<file path="src/rtl/draw_pkg.sv">
// Shared types and constants for the frame draw scheduler and its shape drawers.
package draw_pkg;

  localparam int unsigned NUM_SHAPES = 18;
  localparam int unsigned CLEAR_ID   = 17;
  localparam int unsigned COORD_W    = 11;
  localparam int unsigned COLOUR_W   = 3;
  localparam int unsigned ID_W       = $clog2(NUM_SHAPES);

  localparam int unsigned SQUARE_FRAME_1 = 0;
  localparam int unsigned SQUARE_FRAME_2 = 1;
  localparam int unsigned SQUARE_FRAME_3 = 2;
  localparam int unsigned SQUARE_FRAME_4 = 3;
  localparam int unsigned SQUARE_FRAME_5 = 4;
  localparam int unsigned SQUARE_FRAME_6 = 5;
  localparam int unsigned SQUARE_FRAME_7 = 6;
  localparam int unsigned BLOCK_1        = 7;
  localparam int unsigned BLOCK_2        = 8;
  localparam int unsigned BLOCK_3        = 9;
  localparam int unsigned BLOCK_4        = 10;
  localparam int unsigned BLOCK_5        = 11;
  localparam int unsigned SPIKE_1        = 12;
  localparam int unsigned SPIKE_2        = 13;
  localparam int unsigned SPIKE_3        = 14;
  localparam int unsigned SPIKE_4        = 15;
  localparam int unsigned SPIKE_5        = 16;
  localparam int unsigned BLACK_SCREEN   = 17;

  typedef enum logic [1:0] {
    StIdle,
    StDraw,
    StGap
  } state_e;

  function automatic logic [NUM_SHAPES-1:0] slot_bit(input logic [ID_W-1:0] id);
    return NUM_SHAPES'(1) << id;
  endfunction

endpackage

</file>
<file path="src/rtl/next_slot_finder.sv">
// Finds the lowest enabled slot strictly above cur_id (or from slot 0 when search_all is set).
module next_slot_finder
  import draw_pkg::*;
(
  input  logic [NUM_SHAPES-1:0] mask,
  input  logic [ID_W-1:0]       cur_id,
  input  logic                  search_all,
  output logic                  found,
  output logic [ID_W-1:0]       next_id
);

  // Descending scan so the lowest qualifying index is the last one written.
  always_comb begin
    found   = 1'b0;
    next_id = '0;
    for (int i = NUM_SHAPES - 1; i >= 0; i--) begin
      if (mask[i] && (search_all || (ID_W'(i) > cur_id)) && (i != int'(CLEAR_ID))) begin
        found   = 1'b1;
        next_id = ID_W'(i);
      end
    end
  end

endmodule

</file>
<file path="src/rtl/frame_draw_scheduler.sv">
// Per-frame sequencer sharing one VGA plot port between the shape drawers: clear slot first,
// then enabled slots in ascending order, with a timeout for drawers that never finish.
module frame_draw_scheduler
  import draw_pkg::*;
#(
  parameter int unsigned TIMEOUT = 8191
) (
  input  logic                           clock,
  input  logic                           reset,
  input  logic                           frame_tick,
  input  logic [NUM_SHAPES-1:0]          slot_enable,
  input  logic [NUM_SHAPES-1:0]          draw_done,
  input  logic [NUM_SHAPES*COORD_W-1:0]  shape_x,
  input  logic [NUM_SHAPES*COORD_W-1:0]  shape_y,
  input  logic [NUM_SHAPES*COLOUR_W-1:0] shape_colour,
  output logic [NUM_SHAPES-1:0]          draw_start,
  output logic [COORD_W-1:0]             vga_x,
  output logic [COORD_W-1:0]             vga_y,
  output logic [COLOUR_W-1:0]            vga_colour,
  output logic                           vga_plot,
  output logic [ID_W-1:0]                curr_shape_id,
  output logic                           frame_busy,
  output logic                           frame_overrun,
  output logic                           timeout_err
);

  localparam int unsigned TimerW = $clog2(TIMEOUT);

  state_e                state_q, state_d;
  logic [ID_W-1:0]       id_q, id_d;
  logic [NUM_SHAPES-1:0] mask_q, mask_d;
  logic [TimerW-1:0]     timer_q, timer_d;
  logic                  overrun_q, overrun_d;
  logic                  timeout_q, timeout_d;

  logic                  next_found;
  logic [ID_W-1:0]       next_id;

  next_slot_finder u_next_slot_finder (
    .mask       (mask_q),
    .cur_id     (id_q),
    .search_all (id_q == ID_W'(CLEAR_ID)),
    .found      (next_found),
    .next_id    (next_id)
  );

  always_ff @(posedge clock) begin
    if (reset) begin
      state_q   <= StIdle;
      id_q      <= ID_W'(CLEAR_ID);
      mask_q    <= '0;
      timer_q   <= '0;
      overrun_q <= 1'b0;
      timeout_q <= 1'b0;
    end else begin
      state_q   <= state_d;
      id_q      <= id_d;
      mask_q    <= mask_d;
      timer_q   <= timer_d;
      overrun_q <= overrun_d;
      timeout_q <= timeout_d;
    end
  end

  always_comb begin
    state_d   = state_q;
    id_d      = id_q;
    mask_d    = mask_q;
    timer_d   = timer_q;
    timeout_d = 1'b0;
    // A tick is only accepted from IDLE; anywhere else, including GAP->IDLE, it is an overrun.
    overrun_d = frame_tick && (state_q != StIdle);

    unique case (state_q)
      StIdle: begin
        if (frame_tick) begin
          state_d = StDraw;
          id_d    = ID_W'(CLEAR_ID);
          mask_d  = slot_enable & ~slot_bit(ID_W'(CLEAR_ID));
          timer_d = '0;
        end
      end
      StDraw: begin
        timer_d = timer_q + 1'b1;
        // Done is ignored on the first DRAW cycle so a stale level from last frame is not taken.
        if ((timer_q != '0) && draw_done[id_q]) begin
          state_d = StGap;
        end else if (timer_q == TimerW'(TIMEOUT - 1)) begin
          state_d   = StGap;
          timeout_d = 1'b1;
        end
      end
      StGap: begin
        if (next_found) begin
          state_d = StDraw;
          id_d    = next_id;
          timer_d = '0;
        end else begin
          state_d = StIdle;
        end
      end
      default: state_d = StIdle;
    endcase
  end

  always_comb begin
    draw_start = '0;
    vga_x      = '0;
    vga_y      = '0;
    vga_colour = '0;
    if (state_q == StDraw) begin
      draw_start = slot_bit(id_q);
      vga_x      = shape_x[int'(id_q) * COORD_W +: COORD_W];
      vga_y      = shape_y[int'(id_q) * COORD_W +: COORD_W];
      vga_colour = shape_colour[int'(id_q) * COLOUR_W +: COLOUR_W];
    end
  end

  assign vga_plot      = (state_q == StDraw);
  assign frame_busy    = (state_q != StIdle);
  assign curr_shape_id = id_q;
  assign frame_overrun = overrun_q;
  assign timeout_err   = timeout_q;

endmodule

</file>
<file path="config.mk">
export PLATFORM = sky130hd
export DESIGN_NAME = frame_draw_scheduler
export DESIGN_NICKNAME = d
export VERILOG_FILES = /design/src/rtl/draw_pkg.sv /design/src/rtl/next_slot_finder.sv /design/src/rtl/frame_draw_scheduler.sv
export SDC_FILE = /design/constraint.sdc
export NUM_CORES = 1
export LEC_CHECK = 0
export CAP_MARGIN = 20
export CORE_AREA = 2 2 212 214
export DETAILED_ROUTE_END_ITERATION = 7
export DIE_AREA = 0 0 214 216
export GPL_TIMING_DRIVEN = 1
export PLACE_DENSITY_LB_ADDON = 0.15
export SLEW_MARGIN = 20
export SYNTH_ARGS = -nofsm -noshare
export SYNTH_HDL_FRONTEND = slang
export SYNTH_SLANG_ARGS = --single-unit
</file>
<file path="constraint.sdc">
create_clock -name clock -period 6.5 [get_ports clock]
set_input_delay 0.975 -clock clock [delete_from_list [all_inputs] [get_ports clock]]
set_output_delay 0.975 -clock clock [all_outputs]
set_load 0.03 [all_outputs]
</file>
==> flow_metrics.env, run 1 <==
export IMPL_run_status="finished, final reports clean"
export IMPL_power_internal_w=0.000833
export IMPL_pin_count_of_the_biggest_net_entering_global_routing=55
export IMPL_gr_usage_all_layers_pct=18.9
export IMPL_ys_warn_count=0
export IMPL_yosys_cell_types_count=61
export IMPL_worst_setup_end_kind="output pin"
export IMPL_htree_levels=2
export IMPL_postSynthNetCount=1050
export IMPL_met1Wirelength_um=17500
export IMPL_worst_setup_hold_path_clk_slew_ns=0.06
export IMPL_timing_critical_path_from="curr_shape_id[1]"
export IMPL_r2r_setup_slack_ns=3.02
export IMPL_async_sr_flop_fraction_pct=0
export IMPL_clock_sinks=39
export IMPL_ctsResizeCount=0
export IMPL_relative_contribution_of_combinational_cells_to_total_power_pct=55.7
export IMPL_report_final_slew_viol_count=0
export IMPL_total_switching_power_w=0.000375
export IMPL_number_of_antenna_violations_at_the_first_check_in_global_routing=19
export IMPL_initial_utilization_pct=13.5
export IMPL_fin_nets=1552
export IMPL_tritoncts="yes"
export IMPL_synth_seq_area_share_pct=13.2
export IMPL_grt_pass1_wl_um=62500
export IMPL_p_sw_share_pct=31.0
export IMPL_r2r_worst_path_cells=8
export IMPL_r2r_start="curr_shape_id[0]"
export IMPL_firstDrtPassIters=5
export IMPL_slew_limit_headroom_pct=28.3
export IMPL_clk_latency_ns=0.29
export IMPL_core_um2=43800
export IMPL_portbufs=539
export IMPL_layout_cells_non_filler=1656
export IMPL_detail_route_vias_per_cell=4.54
export IMPL_rsz_0062_raised_after_global_routing="no"
export IMPL_timing_final_ws_setup_ns=1.32
export IMPL_die_w_um=214
export IMPL_timing_critical_path_cells="nor2_1, nor4b_2, and2_1, a222oi_1, inv_1, clkdlybuf4s50_1"
export IMPL_drt_iter0_drc=538
export IMPL_route_met2_wl_um=24500
export IMPL_cp_buffers_inverters=2
export IMPL_hold_crit_path_type="flop to flop"
export IMPL_flow_area_growth_from_synthesis_pct=104
export IMPL_final_layout_size_suffix_gt1_share_pct=15.6
export IMPL_max_freq_mhz=193
export IMPL_die_height_um=216
export IMPL_cp_top_family="simple AND/OR/NAND/NOR gates"
export IMPL_tightest_slew_ns=1.07
export IMPL_placement_rows=77
export IMPL_vias=7518
export IMPL_worst_r2r_endpoint="timer_q[9]"
export IMPL_finalClockSkew_ns=0.00629
export IMPL_syn_inst_count=558
export IMPL_critPathMaxFanout=23
export IMPL_layout_worst_path_cycle_share_pct=79.7
export IMPL_grt_pass1_vias=7942
export IMPL_ctsHoldBuffers=0
export IMPL_count_of_maximum_capacitance_violations=0
export IMPL_final_min_clock_period_ns=5.18
export IMPL_worstPathArrival_ns=4.21
export IMPL_critical_path_depth=6
export IMPL_placement_cell_area_um2=11900
export IMPL_multiInputGateArea_um2=4760
export IMPL_syn_mean_instance_area_um2=10.6
export IMPL_setup_viol=0
export IMPL_synth_area_top_cells="sky130_fd_sc_hd__mux4_2 49%, sky130_fd_sc_hd__dfxtp_1 13%, sky130_fd_sc_hd__a222oi_1 4.2%"
export IMPL_cts_buffers_inserted=5
export IMPL_finalHoldViolations=0
export IMPL_p_clk_share_pct=22.1
export IMPL_fin_tns_setup_ns=0
export IMPL_drc=0
export IMPL_irDropWorstVdd_v=0.0000907
export IMPL_postSynth_topFlopCell="sky130_fd_sc_hd__dfxtp_1"
export IMPL_clock_tree_root_cell="sky130_fd_sc_hd__clkbuf_16"
export IMPL_ys_ff_latch=39
export IMPL_layout_area_seq_um2=790
export IMPL_required_time_of_the_critical_path_ns=5.52
export IMPL_power_share_sequential_pct=22.2
export IMPL_leakagePower_nw=4.14
export IMPL_pre_cts_slack_ns=1.55
export IMPL_boundaryPins=541
export IMPL_detailedPlacementHpwl_um=39000
export IMPL_worst_stage_delay_on_the_critical_path_ns=0.94
export IMPL_n_fill_cell=4585
export IMPL_die_area_um2=46200
export IMPL_globalRouteOverflowTotal=0
export IMPL_synthDominantCellAreaShare_pct=49.0
export IMPL_finish_instance_area_um2=12100
export IMPL_timing_critical_path_to="vga_x[4]"
export IMPL_layout_core_utilization_pct=27.6
export IMPL_synth_top_area_cell="sky130_fd_sc_hd__mux4_2"
export IMPL_synthesized_area_um2=5930
export IMPL_cpMaxStageDelayCell="sky130_fd_sc_hd__nor4b_2"
export IMPL_clk_path_buf_depth=2
export IMPL_critical_setup_path_class="flop to output pin"
export IMPL_maxUsedRoutingLayer="met5"
export IMPL_p_per_area_nw_per_um2=99.9
export IMPL_setup_worst_path_start_class="flop"
export IMPL_dp_cells=1645
export IMPL_synth_edf_count=0
export IMPL_antenna_nets_post_route=0
export IMPL_post_cts_setup_buffer_count=0
export IMPL_finalWirelength_um=45100
export IMPL_gp_routability_congestion=0.866
export IMPL_met3_wirelength_um=2620
export IMPL_detail_route_wl_per_cell_um=27.3
==> worst min-delay path: stages (launching register included) <==
cell and delay [ns]:
sky130_fd_sc_hd__dfxtp_1 0.31, sky130_fd_sc_hd__nand2_1 0.05, sky130_fd_sc_hd__a21oi_1 0.05
==> sequential cells by signal (all words and copies together) (netlist names) <==
| register | count |
|---|---|
| timeout_err | 1 |
| frame_overrun | 1 |
| curr_shape_id | 5 |
| mask_q | 17 |
| state_q | 2 |
| timer_q | 13 |
==> power by group through the flow <==
| stage | Combinational [W] | Clock (W) | Sequential, W |
|---|---|---|---|
| 6_report | 0.000673 | 0.000267 | 0.000268 |
| 5_1_grt | 0.000715 | 0.000286 | 0.000270 |
| 4_1_cts | 0.000679 | 0.000273 | 0.000268 |
| 3_5_place_dp | 0.000675 | 0 | 0.000273 |
| 3_3_place_gp | 0.000674 | 0 | 0.000273 |
| 2_1_floorplan | 0.000258 | 0 | 0.000267 |
==> kinds of logic after synthesis <==
| group | Yosys count | synth area share (%) |
|---|---|---|
| adder cells (fa/ha/maj) | 3 | 0.633 |
| multiplexers | 135 | 50.1 |
| buffers and inverters | 91 | 6.69 |
| XOR/XNOR | 1 | 0.148 |
| AND/OR/NAND/NOR | 170 | 14.3 |
| AO/OA/AOI/OAI | 119 | 15.0 |
| flip-flops | 39 | 13.2 |
==> worst min path at each step <==
stage                         start         to  slack (ns)  cells past startpoint
after CTS                 mask_q[4]  mask_q[4]        0.46                      2
after floorplan           mask_q[1]  mask_q[1]        0.43                      2
final                     mask_q[9]  mask_q[9]        0.46                      2
after global routing      mask_q[9]  mask_q[9]        0.49                      2
after global placement    mask_q[6]  mask_q[6]        0.45                      2
after detailed placement  mask_q[4]  mask_q[4]        0.45                      2
==> area by class of cell <==
cell class / instances / share of cell area (%)
Antenna cell: 3 / 0.0621
Inverter: 33 / 1.02
Timing Repair Buffer: 553 / 45.6
Tap cell: 592 / 6.13
Sequential cell: 39 / 6.53
Clock buffer: 8 / 1.29
Multi-Input combinational cell: 428 / 39.4
==> Yosys cell counts (all sizes together), types with 4 or more instances <==
cell and count:
dfxtp 39, o211ai 8, a222oi 25, and2 4, nand2 50, a21o 4, a21oi 34, o31ai 4
o21ai 10, nand2b 8, nand4 4, mux4 129, nor3 16, and3 4, a211oi 5, buf 28
nand3 13, inv 33, nor2 42, nor4b 7, clkbuf 30, mux2i 4, nor4 6
==> per-layer routing <==
| layer | GRT usage, % | vias up |
|---|---|---|
| met5 | 0 | - |
| met4 | 2.61 | 12 |
| met3 | 3.52 | 43 |
| met2 | 36.1 | 326 |
| met1 | 22.2 | 3806 |
| li1 | - | 3331 |
==> stage by stage <==
stage / hold WS [ns] / total power [W]
2_1_floorplan: 0.432 / 0.000525
3_3_place_gp: 0.452 / 0.000947
3_5_place_dp: 0.453 / 0.000948
4_1_cts: 0.462 / 0.00122
5_1_grt: 0.494 / 0.00127
6_report: 0.465 / 0.00121
==> cell usage in the layout, fill, tap and decap left out, types with 3 or more instances in the layout <==
cell type,instances
sky130_fd_sc_hd__o21a_1,3
sky130_fd_sc_hd__a21oi_1,33
sky130_fd_sc_hd__clkdlybuf4s50_1,539
sky130_fd_sc_hd__mux2i_1,4
sky130_fd_sc_hd__a21o_1,4
sky130_fd_sc_hd__a222oi_1,25
sky130_fd_sc_hd__o31ai_1,4
sky130_fd_sc_hd__mux4_2,129
sky130_fd_sc_hd__or3_1,3
sky130_fd_sc_hd__nor2_1,41
sky130_fd_sc_hd__a211oi_1,5
sky130_fd_sc_hd__nor2b_1,3
sky130_fd_sc_hd__o211ai_1,8
sky130_fd_sc_hd__nor4_1,4
sky130_fd_sc_hd__or2_2,3
sky130_fd_sc_hd__buf_4,13
sky130_fd_sc_hd__nand2_1,50
sky130_fd_sc_hd__nand4_1,4
sky130_fd_sc_hd__o21ai_1,3
sky130_fd_sc_hd__and2_1,4
sky130_fd_sc_hd__dfxtp_1,36
sky130_fd_sc_hd__o21ai_0,6
sky130_fd_sc_hd__and4_1,3
sky130_fd_sc_hd__and3_1,4
sky130_fd_sc_hd__nand2b_1,8
sky130_fd_sc_hd__nor3_1,16
sky130_fd_sc_hd__nand3_1,13
sky130_fd_sc_hd__clkbuf_16,5
sky130_fd_sc_hd__ha_1,3
sky130_fd_sc_hd__nor4b_1,5
sky130_fd_sc_hd__inv_1,31
sky130_fd_sc_hd__diode_2,3
(Power assumes the default switching activity.)
==> inputs of run 2 (changes only) <==
--- a/config.mk
+++ b/config.mk
@@ -6,9 +6,9 @@
 export NUM_CORES = 1
 export LEC_CHECK = 0
 export CAP_MARGIN = 20
-export CORE_AREA = 2 2 212 214
+export CORE_AREA = 2 2 209 211
 export DETAILED_ROUTE_END_ITERATION = 7
-export DIE_AREA = 0 0 214 216
+export DIE_AREA = 0 0 211 213
 export GPL_TIMING_DRIVEN = 1
 export PLACE_DENSITY_LB_ADDON = 0.15
 export SLEW_MARGIN = 20
==> constraint.sdc (replaced) <==
create_clock -name clock -period 5.11 [get_ports clock]
set_input_delay 0.7665 -clock clock [delete_from_list [all_inputs] [get_ports clock]]
set_output_delay 0.7665 -clock clock [all_outputs]
set_load 0.03 [all_outputs]
==> flow_metrics.env, run 2 (same netlist as run 1, synthesis figures left out) <==
export IMPL_run_status="finished, final reports clean"
export IMPL_rsz_0062_raised_after_global_routing="no"
export IMPL_detail_route_vias_per_cell=4.56
export IMPL_cts_buffers_inserted=5
export IMPL_die_w_um=211
export IMPL_hold_path_cell_count=2
export IMPL_p_per_area_nw_per_um2=126
export IMPL_placement_rows=76
export IMPL_grt_pass1_vias=8033
export IMPL_hold_crit_path_type="flop to flop"
export IMPL_globalRouteOverflowTotal=0
export IMPL_required_time_of_the_critical_path_ns=4.34
export IMPL_initial_utilization_pct=13.9
export IMPL_leakagePower_nw=4.16
export IMPL_firstDrtPassIters=8
export IMPL_worst_stage_delay_on_the_critical_path_ns=0.91
export IMPL_critPathMaxFanout=18
export IMPL_clock_sinks=39
export IMPL_timing_critical_path_cells="nor2_1, nor4b_2, and2_1, a222oi_1, inv_1, clkdlybuf4s50_1"
export IMPL_clock_tree_root_cell="sky130_fd_sc_hd__clkbuf_16"
export IMPL_fin_nets=1556
export IMPL_clk_path_buf_depth=2
export IMPL_post_cts_setup_buffer_count=0
export IMPL_cpMaxStageDelayCell="sky130_fd_sc_hd__nor4b_2"
export IMPL_r2r_setup_slack_ns=1.62
export IMPL_boundaryPins=541
export IMPL_largest_register="mask_q"
export IMPL_max_freq_mhz=213
export IMPL_layout_worst_path_cycle_share_pct=91.8
export IMPL_final_layout_size_suffix_gt1_share_pct=16.2
export IMPL_worst_setup_hold_path_clk_slew_ns=0.06
export IMPL_finalClockSkew_ns=0.00241
export IMPL_min_delay_worst_endpoint="mask_q[13]"
export IMPL_die_height_um=213
export IMPL_hold_path_startpoint="mask_q[13]"
export IMPL_pin_count_of_the_biggest_net_entering_global_routing=119
export IMPL_count_of_maximum_capacitance_violations=0
export IMPL_tritoncts="yes"
export IMPL_detailedPlacementHpwl_um=36500
export IMPL_gp_routability_congestion=0.884
export IMPL_layout_commonest_cell="sky130_fd_sc_hd__clkdlybuf4s50_1"
export IMPL_htree_levels=2
export IMPL_dp_cells=1603
export IMPL_number_of_antenna_violations_at_the_first_check_in_global_routing=16
export IMPL_fin_tns_setup_ns=0
export IMPL_worst_setup_end_kind="output pin"
export IMPL_finalWirelength_um=42300
export IMPL_ctsHoldBuffers=0
export IMPL_flow_area_growth_from_synthesis_pct=104
export IMPL_worstPathArrival_ns=3.93
export IMPL_clk_latency_ns=0.29
export IMPL_setup_viol=0
export IMPL_irDropWorstVdd_v=0.000109
export IMPL_most_common_layout_cells="537 x sky130_fd_sc_hd__clkdlybuf4s50_1, 129 x sky130_fd_sc_hd__mux4_2, 50 x sky130_fd_sc_hd__nand2_1"
export IMPL_gr_usage_all_layers_pct=18.2
export IMPL_setup_worst_path_start_class="flop"
export IMPL_critical_setup_path_class="flop to output pin"
export IMPL_finalHoldViolations=0
export IMPL_detail_route_wl_per_cell_um=26.1
export IMPL_final_min_clock_period_ns=4.69
export IMPL_tightest_slew_ns=1.04
export IMPL_report_final_slew_viol_count=0
export IMPL_layout_cells_non_filler=1620
export IMPL_die_area_um2=44900
export IMPL_r2r_start="curr_shape_id[0]"
export IMPL_hold_worst_slack_ns=0.464
export IMPL_portbufs=539
export IMPL_grt_pass1_wl_um=58500
export IMPL_slew_limit_headroom_pct=30.3
export IMPL_core_um2=42700
export IMPL_vias=7393
export IMPL_drc=0
export IMPL_antenna_nets_post_route=0
export IMPL_largest_reg_flops=17
export IMPL_r2r_worst_path_cells=8
export IMPL_worst_r2r_endpoint="curr_shape_id[3]"
export IMPL_ctsResizeCount=0
export IMPL_n_fill_cell=4459
export IMPL_drt_iter0_drc=474
## run 2: cell count changes in the layout (fill, tap and decap cells not counted)
cell | before | now
sky130_fd_sc_hd__diode_2 | 3 | 9
sky130_fd_sc_hd__buf_4 | 13 | 18
sky130_fd_sc_hd__clkdlybuf4s50_1 | 539 | 537
sky130_fd_sc_hd__buf_12 | 1 | 2
sky130_fd_sc_hd__nor2_1 | 41 | 40
sky130_fd_sc_hd__nor2_2 | 1 | 2
## run 2: final cells by class
cell class	instances	area, um^2	share of cell area (%)
clock buffers	8	156	1.29
diodes	9	22.5	0.186
well taps	546	683	5.65
inverters	33	124	1.02
multi-input cells	428	4760	39.4
flip-flops and latches	39	790	6.53
repair buffers	557	5550	45.9
## run 2: how the worst max path moves through the flow
stage               cells after the start        startpoint  slack (ns)       endpoint
CTS                                     6  curr_shape_id[1]        0.24       vga_y[2]
detailed placement                      6  curr_shape_id[1]        0.58       vga_y[2]
finish                                  6  curr_shape_id[1]        0.42       vga_y[3]
floorplan                               7  curr_shape_id[0]        1.50  vga_colour[0]
global placement                        6  curr_shape_id[1]        0.59       vga_y[2]
global route                            6  curr_shape_id[1]        0.09       vga_y[2]
## run 2: through the flow
stage	cell area, um^2	setup WS (ns)	total power [W]	util (%)
floorplan	5930	1.50	0.000668	-
global placement	11900	0.588	0.00119	27.9
CTS	12100	0.239	0.00154	28.3
detailed placement	11900	0.576	0.00120	27.9
global route	12100	0.0918	0.00160	28.3
finish	12100	0.417	0.00152	28.3
## run 2: critical path: cells and delay by family (launching register included)
family	cells	cell delay [ns]
compound gates	1	0.33
flops	1	0.35
simple gates	3	2.16
buf+inv	2	0.78
## run 2: routing by layer
layer  vias to the layer above  wire length, um  GRT usage (%)
li1                       3350                -              -
met1                      3699            16600           21.6
met2                       294            22500           33.3
met3                        42             2440           3.60
met4                         8              713           5.05
met5                         -               60              0
## run 2: where the power goes
group	internal, W	leakage, nW	switching [W]
Clock	0.000208	0.0772	0.000128
Sequential	0.000321	0.319	0.0000177
Combinational	0.000534	3.76	0.000313
Total	0.00106	4.16	0.000459
